<file path="src/rtl/demux_pkg.sv">
// Shared types and helpers for the stream demux controllers.
package demux_pkg;

    typedef enum logic [1:0] {
        IDLE  = 2'd0,
        ROUTE = 2'd1,
        DROP  = 2'd2
    } state_t;

    // Folds to constant 0 when the select width cannot encode an illegal lane.
    function automatic logic sel_out_of_range(input logic [31:0] sel, input int unsigned num_out);
        return sel >= num_out;
    endfunction

endpackage

</file>
<file path="src/rtl/demux_out_reg.sv">
// Single-entry output register with valid/ready handshake and one-hot lane decode.
module demux_out_reg
    import demux_pkg::*;
#(
    parameter int unsigned NUM_OUT = 4,
    parameter int unsigned DATA_W  = 8,
    parameter int unsigned SEL_W   = $clog2(NUM_OUT)
) (
    input  logic                      clk,
    input  logic                      rst_n,
    input  logic                      load,
    input  logic [DATA_W-1:0]         load_data,
    input  logic                      load_last,
    input  logic [SEL_W-1:0]          load_dest,
    output logic                      can_load,
    output logic [NUM_OUT*DATA_W-1:0] out_data,
    output logic [NUM_OUT-1:0]        out_last,
    output logic [NUM_OUT-1:0]        out_valid,
    input  logic [NUM_OUT-1:0]        out_ready
);

    logic              vld_q, vld_d;
    logic [DATA_W-1:0] data_q, data_d;
    logic              last_q, last_d;
    logic [SEL_W-1:0]  dest_q, dest_d;
    logic              ready_sel;
    logic              drain;

    always_comb begin
        ready_sel = 1'b0;
        for (int i = 0; i < int'(NUM_OUT); i++) begin
            if (dest_q == SEL_W'(i)) begin
                ready_sel = out_ready[i];
            end
        end
    end

    assign drain    = vld_q && ready_sel;
    assign can_load = !vld_q || ready_sel;

    // A load in the same cycle as a drain overwrites the entry and keeps it valid.
    always_comb begin
        vld_d  = vld_q;
        data_d = data_q;
        last_d = last_q;
        dest_d = dest_q;
        if (load) begin
            vld_d  = 1'b1;
            data_d = load_data;
            last_d = load_last;
            dest_d = load_dest;
        end else if (drain) begin
            vld_d = 1'b0;
        end
    end

    always_ff @(posedge clk or negedge rst_n) begin
        if (!rst_n) begin
            vld_q  <= 1'b0;
            data_q <= '0;
            last_q <= 1'b0;
            dest_q <= '0;
        end else begin
            vld_q  <= vld_d;
            data_q <= data_d;
            last_q <= last_d;
            dest_q <= dest_d;
        end
    end

    always_comb begin
        out_valid = '0;
        out_last  = '0;
        out_data  = '0;
        for (int i = 0; i < int'(NUM_OUT); i++) begin
            if (vld_q && (dest_q == SEL_W'(i))) begin
                out_valid[i]                 = 1'b1;
                out_last[i]                  = last_q;
                out_data[i*DATA_W +: DATA_W] = data_q;
            end
        end
    end

endmodule

</file>
<file path="src/rtl/demux_stream_scheduler.sv">
// Packet-level 1-to-N demux controller: locks the route on the first beat, holds it to last.
module demux_stream_scheduler
    import demux_pkg::*;
#(
    parameter int unsigned NUM_OUT = 4,
    parameter int unsigned DATA_W  = 8,
    parameter int unsigned SEL_W   = $clog2(NUM_OUT)
) (
    input  logic                      clk,
    input  logic                      rst_n,
    input  logic [DATA_W-1:0]         in_data,
    input  logic [SEL_W-1:0]          in_sel,
    input  logic                      in_last,
    input  logic                      in_valid,
    output logic                      in_ready,
    output logic [NUM_OUT*DATA_W-1:0] out_data,
    output logic [NUM_OUT-1:0]        out_last,
    output logic [NUM_OUT-1:0]        out_valid,
    input  logic [NUM_OUT-1:0]        out_ready,
    output logic                      busy,
    output logic                      sel_err
);

    state_t           state_q, state_d;
    logic [SEL_W-1:0] dest_lock_q, dest_lock_d;
    logic             sel_err_q, sel_err_d;
    logic             load;
    logic [SEL_W-1:0] load_dest;
    logic             can_load;
    logic             accept;
    logic             sel_bad;

    // Dropped packets never touch the register, so they are not throttled by it.
    assign in_ready = (state_q == DROP) || can_load;
    assign accept   = in_valid && in_ready;
    assign sel_bad  = sel_out_of_range(32'(in_sel), NUM_OUT);
    assign busy     = (state_q != IDLE);
    assign sel_err  = sel_err_q;

    always_comb begin
        state_d     = state_q;
        dest_lock_d = dest_lock_q;
        sel_err_d   = 1'b0;
        load        = 1'b0;
        load_dest   = dest_lock_q;
        case (state_q)
            IDLE: begin
                if (accept) begin
                    if (sel_bad) begin
                        sel_err_d = 1'b1;
                        state_d   = in_last ? IDLE : DROP;
                    end else begin
                        load        = 1'b1;
                        load_dest   = in_sel;
                        dest_lock_d = in_sel;
                        state_d     = in_last ? IDLE : ROUTE;
                    end
                end
            end
            ROUTE: begin
                if (accept) begin
                    load = 1'b1;
                    if (in_last) begin
                        state_d = IDLE;
                    end
                end
            end
            DROP: begin
                if (accept && in_last) begin
                    state_d = IDLE;
                end
            end
            default: state_d = IDLE;
        endcase
    end

    always_ff @(posedge clk or negedge rst_n) begin
        if (!rst_n) begin
            state_q     <= IDLE;
            dest_lock_q <= '0;
            sel_err_q   <= 1'b0;
        end else begin
            state_q     <= state_d;
            dest_lock_q <= dest_lock_d;
            sel_err_q   <= sel_err_d;
        end
    end

    demux_out_reg #(
        .NUM_OUT (NUM_OUT),
        .DATA_W  (DATA_W),
        .SEL_W   (SEL_W)
    ) u_out_reg (
        .clk       (clk),
        .rst_n     (rst_n),
        .load      (load),
        .load_data (in_data),
        .load_last (in_last),
        .load_dest (load_dest),
        .can_load  (can_load),
        .out_data  (out_data),
        .out_last  (out_last),
        .out_valid (out_valid),
        .out_ready (out_ready)
    );

endmodule

</file>
<file path="config.mk">
export PLATFORM = sky130hd
export DESIGN_NAME = demux_stream_scheduler
export DESIGN_NICKNAME = d
export VERILOG_FILES = /design/src/rtl/demux_pkg.sv /design/src/rtl/demux_out_reg.sv /design/src/rtl/demux_stream_scheduler.sv
export SDC_FILE = /design/constraint.sdc
export NUM_CORES = 1
export LEC_CHECK = 0
export BUFFER_PORTS_ARGS = -buffer_cell sky130_fd_sc_hd__buf_2
export CAP_MARGIN = 5
export CELL_PAD_IN_SITES_DETAIL_PLACEMENT = 0
export CELL_PAD_IN_SITES_GLOBAL_PLACEMENT = 1
export CORE_UTILIZATION = 32
export CTS_CLUSTER_DIAMETER = 60
export DETAILED_ROUTE_END_ITERATION = 7
export GPL_TIMING_DRIVEN = 0
export PLACE_DENSITY = 0.83
export SKIP_CTS_REPAIR_TIMING = 1
export SLEW_MARGIN = 20
export SYNTH_ARGS = -nofsm -noshare
export SYNTH_HDL_FRONTEND = slang
export SYNTH_SLANG_ARGS = --single-unit
</file>
<file path="constraint.sdc">
create_clock -name clk -period 3.77 [get_ports clk]
set_input_delay 0.754 -clock clk [delete_from_list [all_inputs] [get_ports clk]]
set_output_delay 0.754 -clock clk [all_outputs]
set_load 0.005 [all_outputs]
</file>
# After elaboration in Yosys (flattened, before gate mapping)
# Cells that the tools add are included.
[totals]
reg_bits = 16
in_bits = 18
output_inout_bits = 43
word_cells = 59
[op_classes]
n_eq_ne = 9
n_mux = 28
n_reduce_logical = 16
[ops]
columns = ["operator", "count"]
rows = [
  ["8-bit two-way mux", 4],
  ["1-bit two-way mux", 17],
  ["2-bit two-way mux", 6],
  ["1-bit logical AND", 7],
  ["2-bit equality test (second input constant)", 3],
  ["2-bit inequality test (second input constant)", 3],
  ["2-bit one-hot mux with 3 select lines", 1],
  ["2-bit by 1-bit equality test with 1-bit output (second input constant)", 2],
  ["2-bit logical NOT", 2],
  ["4-bit AND reduction", 1],
  ["2-bit nonzero test", 2],
  ["1-bit logical OR", 2],
  ["2-bit by 1-bit inequality test with 1-bit output (second input constant)", 1],
  ["2-bit OR reduction", 1],
  ["1-bit logical NOT", 1],
]

# Depth between registers and ports, before layout
# Gate-level depths: netlist of the first run.
[logic_depth]
word_depth = 11
ltp_mapped = 5
ltp_nobuf = 3

# Hierarchy
# Synthesis of the first run repeated with hierarchy kept, for this count alone.
[hier_totals]
cells_unflattened = 82
hier_area_um2 = 903.4
[by_module_without_submodules]
columns = ["module", "instances", "cells_each", "area_per_inst_um2", "seq_area_each_um2"]
rows = [
  ["demux_out_reg", 1, 71, 749.5, 300.3],
  ["demux_stream_scheduler", 1, 11, 153.9, 75.1],
]

# Worst setup path before layout of the first run
# OpenSTA, ideal clock, no wires.
[synth_path]
path_kind = "reg2out"
startpoint = "register u_out_reg.dest_q[1]"
endpoint = "output port out_data[0]"
arrival_ps = 1179
required_time_ps = 3016
path_slack_ps = 1837
path_stages_with_launch = 5
path_buffers = 1
cell_sequence = "dfrtp_1 -> nor2b_1 -> and2b_2 -> clkbuf_1 -> and2_1"
[synth_between]
elab_chain_len = 3
[synth_rtl]
columns = ["element", "line_no", "text"]
rows = [
  ["from (decl)", "demux_out_reg.sv:25", "logic [SEL_W-1:0] dest_q, dest_d;"],
  ["from (signal assigned)", "demux_out_reg.sv:67", "dest_q <= dest_d;"],
  ["2-bit logical NOT", "demux_out_reg.sv:76", "if (vld_q && (dest_q == SEL_W'(i))) begin"],
  ["1-bit logical AND", "demux_out_reg.sv:76", ""],
  ["8-bit two-way mux", "demux_out_reg.sv:76", ""],
  ["to (decl)", "demux_stream_scheduler.sv:16", "output logic [NUM_OUT*DATA_W-1:0] out_data,"],
]
# No other way between the ends.

# Worst setup path in the final report of the first run
[layout_path]
startpoint = "register u_out_reg.dest_q[1]"
endpoint = "output port out_data[2]"
# Same word-level chain as after synthesis.

==> qor.yml, run 1 <==
ant_nets: 0
die_w_um: 57.3
antennaDiodeCount: 0
worstPathMaxFanout: 10
post_dp_cell_area_sq_um: 1310
io_pins: 61
worst_slack_ns: 1.25
area_growth_pct: 36.8
finalMaxSlewViolations: 0
cts_max_path_buffers: 2
rsz0062_at_grt: "false"
syn_nets: 109
fin_nets: 173
dieArea_sq_um: 3280
power_uw: 953
violations: "DRC"
pre_cts_ws_ns: 1.51
ys_seq_area_frac: 0.384
wl_um: 2150
synth_edf_count: 0
ctsRootBufferMaster: "clkbuf_4"
drive_gt1_frac: 0.545
synth_commonest_cells: "and2_1, dfrtp_1, and3_1, mux2_4, mux2_2"
fill_cells: 279
cts_buffers: 3
portBuffers: 59
p_leak_uw: 0.000789
gp_congestion: 0.813
fp-row-count: 19
insertion_delay_ns: 0.27
fin_area_sq_um: 1340
drt_iter0_drc: 44
syn_inst: 91
grt_pass1_wl_um: 3660
ys_types: 19
die_y_um: 57.3
grt_pass1_vias: 770
status: "complete, but fails checks"
power-per-cell-area_nw_per_um2: 712
period_share: 0.668
finalHoldViolCount: 0
vdd_drop_max_mv: 0.313
required_ns: 3.02
fmax_mhz: 397
clock_skew_ns: 0.00145
cp.arrival_ns: 1.76
synth_seq_cells: 15
viasPerCell: 4.58
synth.top_cell.area_share: 0.384
fin_cells: 185
grt_util_all_layers: 0.145
ys_warn_count: 0
yosysMostFrequentCell: "and2_1"
fin_tns_setup_ns: 0
min_path_type: "in -> async"
start_util: 0.346
via_count: 847
start_kind: "flop"
antenna_found_initial: 0
max_cap_viol_count: 0
drc: 8
dr.pass1.iters: 7
clock-sinks: 15
cts_tree: "built"
grt_overflow: 0
setup_viol: 0
synth.avg_cell_area_sq_um: 10.8
core_area_sq_um: 2830
worstSetupPathType: "reg -> out"
dp.cells: 181
ys.flop_type: "dfrtp_1"
fin_crit_ns: 2.52
grt_max_degree: 16
synthArstFlopShare: 1.00
wl_per_cell_um: 11.6
cp-end-kind: "primary output"
htreeDepth: 1
yosysTopAreaCell: "dfrtp_1"
clk_pin_slew_worst_paths_ns: 0.08
syn_area_sq_um: 978
yosys-top-cells-area: "dfrtp_1, and2_1, mux2_4"
[power breakdown]
part           switching (uW)  internal, uW
clock                    45.4          40.9
sequential               81.6           240
combinational             224           322
[metal layers]
layer | GRT usage | wire, um
met4 | 0.0627 | 27
met5 | 0 | 0
met2 | 0.235 | 907
met1 | 0.196 | 1070
met3 | 0.0181 | 151
[placed cells by master, fill, tap and decap left out, drive strengths merged]
cell type / netlist / final
a221oi: 2 / 2
and3: 10 / 10
nor2b: 1 / 1
and2b: 2 / 2
inv: 2 / 2
buf: 3 / 62
dfrtp: 15 / 15
mux2i: 3 / 3
a22oi: 1 / 1
and2: 29 / 29
nand2: 1 / 1
conb: 1 / 1
mux2: 15 / 15
clkbuf: 5 / 9
nand2b: 1 / 1
[state kept, by name (all words and copies together) (netlist names)]
| signal | flops |
|---|---|
| u_out_reg.data_q | 8 |
| dest_lock_q | 2 |
| u_out_reg.dest_q | 2 |
| state_q | 1 |
| u_out_reg.last_q | 1 |
| u_out_reg.vld_q | 1 |
[area by class of cell]
type	count	area [sq um]	area share
Multi-Input combinational cell	66	547	0.408
Timing Repair Buffer	59	295	0.221
Inverter	2	7.51	0.00561
Sequential cell	15	375	0.280
Tap cell	31	38.8	0.0290
Clock buffer	4	26.3	0.0196
Buffer	8	48.8	0.0364
[logic make-up after synthesis]
| group | after synthesis | share of synthesized area |
|---|---|---|
| compound gates | 3 | 0.0320 |
| buf+inv | 10 | 0.0576 |
| flops | 15 | 0.384 |
| mux | 18 | 0.238 |
| other cells | 1 | 0.00383 |
| simple gates | 44 | 0.285 |
[worst paths after layout]
path / start / end / slack (ns) / cells after the start
min: rst_n / dest_lock_q[1]$_DFF_PN0_ / 0.37 / 1
max in group asynchronous: rst_n / u_out_reg.data_q[6]$_DFFE_PN0P_ / 3.16 / 1
max: u_out_reg.dest_q[1]$_DFFE_PN0P_ / out_data[2] / 1.25 / 5
max reg2reg: u_out_reg.dest_q[0]$_DFFE_PN0P_ / u_out_reg.data_q[7]$_DFFE_PN0P_ / 2.03 / 5
min in group clk: dest_lock_q[1]$_DFF_PN0_ / dest_lock_q[1]$_DFF_PN0_ / 0.51 / 1
min reg2reg: dest_lock_q[1]$_DFF_PN0_ / dest_lock_q[1]$_DFF_PN0_ / 0.51 / 1
[stage by stage]
step,hold slack [ns],utilization
after floorplan,0.458,-
after global placement,0.484,0.464
after detailed placement,0.501,0.464
after CTS,0.368,0.473
after global routing,0.376,0.473
final,0.367,0.473
[worst max-delay path, stage by stage (launching register included)]
cell	delay, ns
dfrtp_1	0.41
nor2b_1	0.35
and2b_2	0.21
clkbuf_1	0.25
and2_1	0.17
buf_2	0.10
Power figures use the tool's default switching activity.
==> run 2: changes to the inputs <==
Settings changed: CORE_UTILIZATION 32 to 30, PLACE_DENSITY 0.83 to 0.78.
Clock period 3.77 ns to 2.5 ns, I/O delays scaled along.
==> qor.yml, run 2 (synthesis results as in run 1) <==
status: "finished, final reports clean"
required_ns: 2.00  # -1.02 ns
vdd_drop_max_mv: 0.481  # +54%
clock_skew_ns: 0.00856  # +0.00710 ns
grt_pass1_wl_um: 3830  # +4.5%
dr.pass1.iters: 4  # -3
viasPerCell: 4.40  # -3.9%
r2r-start: "u_out_reg.dest_q[0]$_DFFE_PN0P_"
fin_crit_ns: 2.35
fp-row-count: 20  # +1
power_uw: 1460  # +54%
cts_tree: "built"
via_count: 871  # +2.8%
grt_overflow: 0  # unchanged
clock-sinks: 15  # unchanged
rr_endpoint: "u_out_reg.last_q$_DFFE_PN0P_"
gp_congestion: 0.722  # -11%
antenna_found_initial: 0  # unchanged
fmax_mhz: 426
fin_nets: 173  # unchanged
power-per-cell-area_nw_per_um2: 1080  # +52%
top_usage_layer: "met2"
core_area_sq_um: 3080  # +8.8%
reg2reg_depth: 5  # unchanged
period_share: 0.939
cp.arrival_ns: 1.85  # +0.09 ns
drt_iter0_drc: 21  # -52%
die_y_um: 59.1  # +3.2%
rsz0062_at_grt: "false"
grt_use_met2: 0.252  # +0.0163
fill_cells: 295  # +5.7%
reg.largest.list: "u_out_reg.data_q: 8 flops, dest_lock_q: 2 flops, u_out_reg.dest_q: 2 flops"
wl_per_cell_um: 12.2  # +4.8%
ctsRootBufferMaster: "clkbuf_4"
worstPathMaxFanout: 10  # unchanged
layout_commonest_cell: "buf_2"
ant_nets: 0  # unchanged
seqCellArea_sq_um: 375  # unchanged
clk_pin_slew_worst_paths_ns: 0.10  # +0.02 ns
area_growth_pct: 38.6
p_leak_uw: 0.000792  # +0.35%
grt_pass1_vias: 837  # +8.7%
dieArea_sq_um: 3490  # +6.4%
fin_tns_setup_ns: 0  # unchanged
start_kind: "flop"
multi_input_area_sq_um: 547  # unchanged
start_util: 0.318  # -0.0280
largest_reg_flops: 8  # unchanged
layout_common_cells: "buf_2, and2_1, dfrtp_1"
largest-register: "u_out_reg.data_q"
finalHoldViolCount: 0  # unchanged
drc: 0  # -8
io_pins: 61  # unchanged
grt_max_degree: 16  # unchanged
wl_um: 2410  # +12%
drive_gt1_frac: 0.552  # +0.00649
min_path_type: "in -> async"
use_met3: 0.0262  # +0.00806
hpwlAfterDp_um: 1790
finalMaxSlewViolations: 0  # unchanged
max_cap_viol_count: 0  # unchanged
antennaDiodeCount: 0  # unchanged
cts_max_path_buffers: 2  # unchanged
worstSetupPathType: "reg -> out"
cp-end-kind: "primary output"
grt_util_all_layers: 0.147  # +0.00143
die_w_um: 59.1  # +3.2%
setup_viol: 0  # unchanged
portBuffers: 59  # unchanged
met1_usage: 0.188  # -0.00858
cts_buffers: 3  # unchanged
reg2reg_slack_ns: 0.75  # -1.28 ns
insertion_delay_ns: 0.28  # about the same
htreeDepth: 1  # unchanged
-- run 2: final cells by class --
| class | count | area share |
|---|---|---|
| Multi-Input combinational cell | 66 | 0.403 |
| Sequential cell | 15 | 0.277 |
| Timing Repair Buffer | 59 | 0.218 |
| Tap cell | 44 | 0.0406 |
| Buffer | 8 | 0.0360 |
| Clock buffer | 3 | 0.0166 |
| Inverter | 2 | 0.00554 |
| Clock inverter | 1 | 0.00369 |
-- run 2: power breakdown --
| group | internal (uW) | switching [uW] | total, uW |
|---|---|---|---|
| combinational | 485 | 360 | 846 |
| clock | 59.3 | 80.9 | 140 |
| sequential | 361 | 117 | 479 |
-- run 2: per-layer routing --
layer / wire length (um) / share of wire
met1: 1120 / 0.46
met2: 1160 / 0.48
met3: 118 / 0.049
met4: 15 / 0.0062
met5: 0 / 0
-- run 2: how the worst max path moves through the flow --
stage | slack, ns | endpoint | startpoint
final | 0.15 | out_data[4] | u_out_reg.dest_q[1]$_DFFE_PN0P_
after global routing | 0.03 | out_data[6] | u_out_reg.dest_q[1]$_DFFE_PN0P_
after CTS | 0.11 | out_data[4] | u_out_reg.dest_q[1]$_DFFE_PN0P_
after detailed placement | 0.43 | out_data[6] | u_out_reg.dest_q[1]$_DFFE_PN0P_
after global placement | 0.49 | out_data[2] | u_out_reg.dest_q[1]$_DFFE_PN0P_
after floorplan | 0.82 | out_data[0] | u_out_reg.dest_q[1]$_DFFE_PN0P_
-- run 2: metrics by stage --
stage                     hold WS, ns  std cells  worst slack, ns  utilization  area (sq um)
after floorplan                 0.204         91            0.821            -           978
after global placement          0.412        194            0.493        0.432          1330
after detailed placement        0.425        194            0.434        0.432          1330
after CTS                       0.112        198            0.105        0.441          1360
after global routing            0.118        198           0.0330        0.441          1360
final                           0.105        198            0.152        0.441          1360
-- run 2: worst max-delay path: stages (launching register included) --
cell	delay, ns
dfrtp_1	0.42
nor2b_1	0.33
and2b_2	0.20
clkbuf_1	0.32
and2_1	0.19
buf_2	0.10
==> run 3: changes to the inputs <==
Settings changed: BUFFER_PORTS_ARGS -buffer_cell sky130_fd_sc_hd__buf_2 to default, CORE_MARGIN from default to 4, CORE_UTILIZATION 30 to 40, DONT_BUFFER_PORTS from default to 1, MAX_ROUTING_LAYER from default to met4, PLACE_DENSITY 0.78 to 0.71.
==> qor.yml, run 3 (synthesis results as in run 1) <==
grt_util_all_layers: 0.124  # -0.0230
gp_congestion: 0.738  # +2.3%
utilization: 0.461  # +0.0206
p_switching_uw: 492  # -12%
worstPathMaxFanout: 10  # unchanged
fill_cells: 229  # -22%
clock_skew_ns: 0.00463  # -0.00392 ns
switching_share: 0.391  # +0.00927
clk_pin_slew_worst_paths_ns: 0.08  # -0.02 ns
die_w_um: 57.5  # -2.8%
drive_gt1_frac: 0.260  # -0.292
start_util: 0.430  # +0.112
wl_per_cell_um: 16.5  # +35%
min_path_type: "in -> reg"
antenna_found_initial: 0  # unchanged
use_met3: 0.0226  # -0.00358
via_count: 658  # -24%
antennaDiodeCount: 0  # unchanged
post_dp_cell_area_sq_um: 1010  # -24%
path_cells: "nor2b_1 -> and2b_2 -> clkbuf_1 -> and2_1"
cts_max_path_buffers: 2  # unchanged
power_frac_comb: 0.512  # -0.065
slew_headroom: 0.578
fin_nets: 115  # -34%
pre_cts_ws_ns: 0.605  # +0.171 ns
hold_ws_ns: 0.311  # +0.205 ns
grt_pass1_vias: 592  # -29%
grt_pass1_wl_um: 3050  # -20%
power-per-cell-area_nw_per_um2: 1200  # +11%
clockPowerShare: 0.104  # +0.008
hpwlAfterDp_um: 1680  # -6.1%
top_usage_layer: "met2"
layout_commonest_cell: "and2_1"
ctsRootBufferMaster: "clkbuf_4"
largest_reg_flops: 8  # unchanged
fin_crit_ns: 2.17  # -0.177 ns
grt_overflow: 0  # unchanged
worst_pin_slew_ns: 0.631
viasPerCell: 5.31  # +21%
power.internal_uw: 768  # -15%
htreeDepth: 1  # unchanged
critPathMaxStageDelay_ns: 0.42  # about the same
portBuffers: 0  # -100%
largest-register: "u_out_reg.data_q"
p_seq_frac: 0.384  # +0.057
area_growth_pct: 7.29
cts_tree: "built"
vdd_drop_max_mv: 0.678  # +41%
grt_use_met2: 0.179  # -0.0726
fmax_mhz: 461  # +8.1%
insertion_delay_ns: 0.27  # about the same
io_pins: 61  # unchanged
finalMaxSlewViolations: 0  # unchanged
period_share: 0.868  # -0.0706
finalHoldViolCount: 0  # unchanged
fp-row-count: 17  # -15%
status: "finished, final reports clean"
setup_viol: 0  # unchanged
dieArea_sq_um: 3300  # -5.5%
cp.arrival_ns: 1.67  # -0.18 ns
wl_um: 2050  # -15%
drt_iter0_drc: 18  # -14%
grt_max_degree: 16  # unchanged
met1_usage: 0.169  # -0.0185
rsz0062_at_grt: "false"
dr.pass1.iters: 3  # -1
reg.largest.list: "u_out_reg.data_q: 8 flops, dest_lock_q: 2 flops, u_out_reg.dest_q: 2 flops"
ant_nets: 0  # unchanged
fin_tns_setup_ns: 0  # unchanged
cp_slowest_cell: "dfrtp_1"
worst_slack_ns: 0.329  # +0.177 ns
required_ns: 2.00  # about the same
p_leak_uw: 0.000507  # -36%
layout_common_cells: "and2_1, dfrtp_1, and3_1, mux2_4"
worstSetupPathType: "reg -> out"
clock-sinks: 15  # unchanged
fin_area_sq_um: 1050  # -23%
max_cap_viol_count: 0  # unchanged
core_area_sq_um: 2280  # -26%
drc: 0  # unchanged
cp-end-kind: "primary output"
start_kind: "flop"
die_y_um: 57.5  # -2.8%
cts_buffers: 3  # unchanged
## run 3: changes by cell type in the layout (fill, tap and decap cells not counted)
| cell | change |
|---|---|
| buf_2 | -59 |
| dlygate4sd3_1 | +1 |
| clkbuf_1 | +1 |
| clkinv_2 | -1 |
## run 3: area by class of cell
type | instances | area, sq um | area share
multi-input cells | 66 | 547 | 0.521
flip-flops and latches | 15 | 375 | 0.358
plain buffers | 8 | 48.8 | 0.0465
well taps | 28 | 35.0 | 0.0334
clock buffers | 4 | 26.3 | 0.0250
repair buffers | 1 | 10.0 | 0.00954
inverters | 2 | 7.51 | 0.00715
## run 3: worst max-delay path, delay by kind of cell, from the launching register on
family                 cells  cell delay [ns]
DFF                        1             0.42
buffers and inverters      1             0.30
and+or+nand+nor            3             0.69
## run 3: final timing paths
kind | from | endpoint | slack (ns) | cells past startpoint
max | u_out_reg.dest_q[1]$_DFFE_PN0P_ | out_last[0] | 0.33 | 4
min | in_last | state_q[0]$_DFFE_PN0P_ | 0.31 | 1
max reg2reg | u_out_reg.dest_q[0]$_DFFE_PN0P_ | u_out_reg.data_q[6]$_DFFE_PN0P_ | 0.78 | 5
min reg2reg | dest_lock_q[1]$_DFF_PN0_ | dest_lock_q[1]$_DFF_PN0_ | 0.50 | 1
max in group asynchronous | rst_n | u_out_reg.data_q[4]$_DFFE_PN0P_ | 1.41 | 1
min in group asynchronous | rst_n | u_out_reg.last_q$_DFFE_PN0P_ | 0.68 | 1
## run 3: power groups by stage
| stage | Clock, uW | Combinational, uW | Sequential, uW |
|---|---|---|---|
| finish | 132 | 645 | 484 |
| global route | 148 | 705 | 512 |
| CTS | 136 | 651 | 487 |
| detailed placement | 0 | 651 | 493 |
| global placement | 0 | 640 | 482 |
| floorplan | 0 | 560 | 439 |
## run 3: per-layer routing
| metal | vias up | part of all wire |
|---|---|---|
| li1 | 311 | - |
| met1 | 306 | 0.46 |
| met2 | 39 | 0.43 |
| met3 | 2 | 0.096 |
| met4 | 0 | 0.0078 |
| met5 | - | 0 |
## run 3: per-stage QoR
| stage | std cells | total power [uW] |
|---|---|---|
| after floorplan | 91 | 999 |
| after global placement | 119 | 1120 |
| after detailed placement | 119 | 1140 |
| after CTS | 123 | 1270 |
| after global routing | 124 | 1360 |
| final | 124 | 1260 |
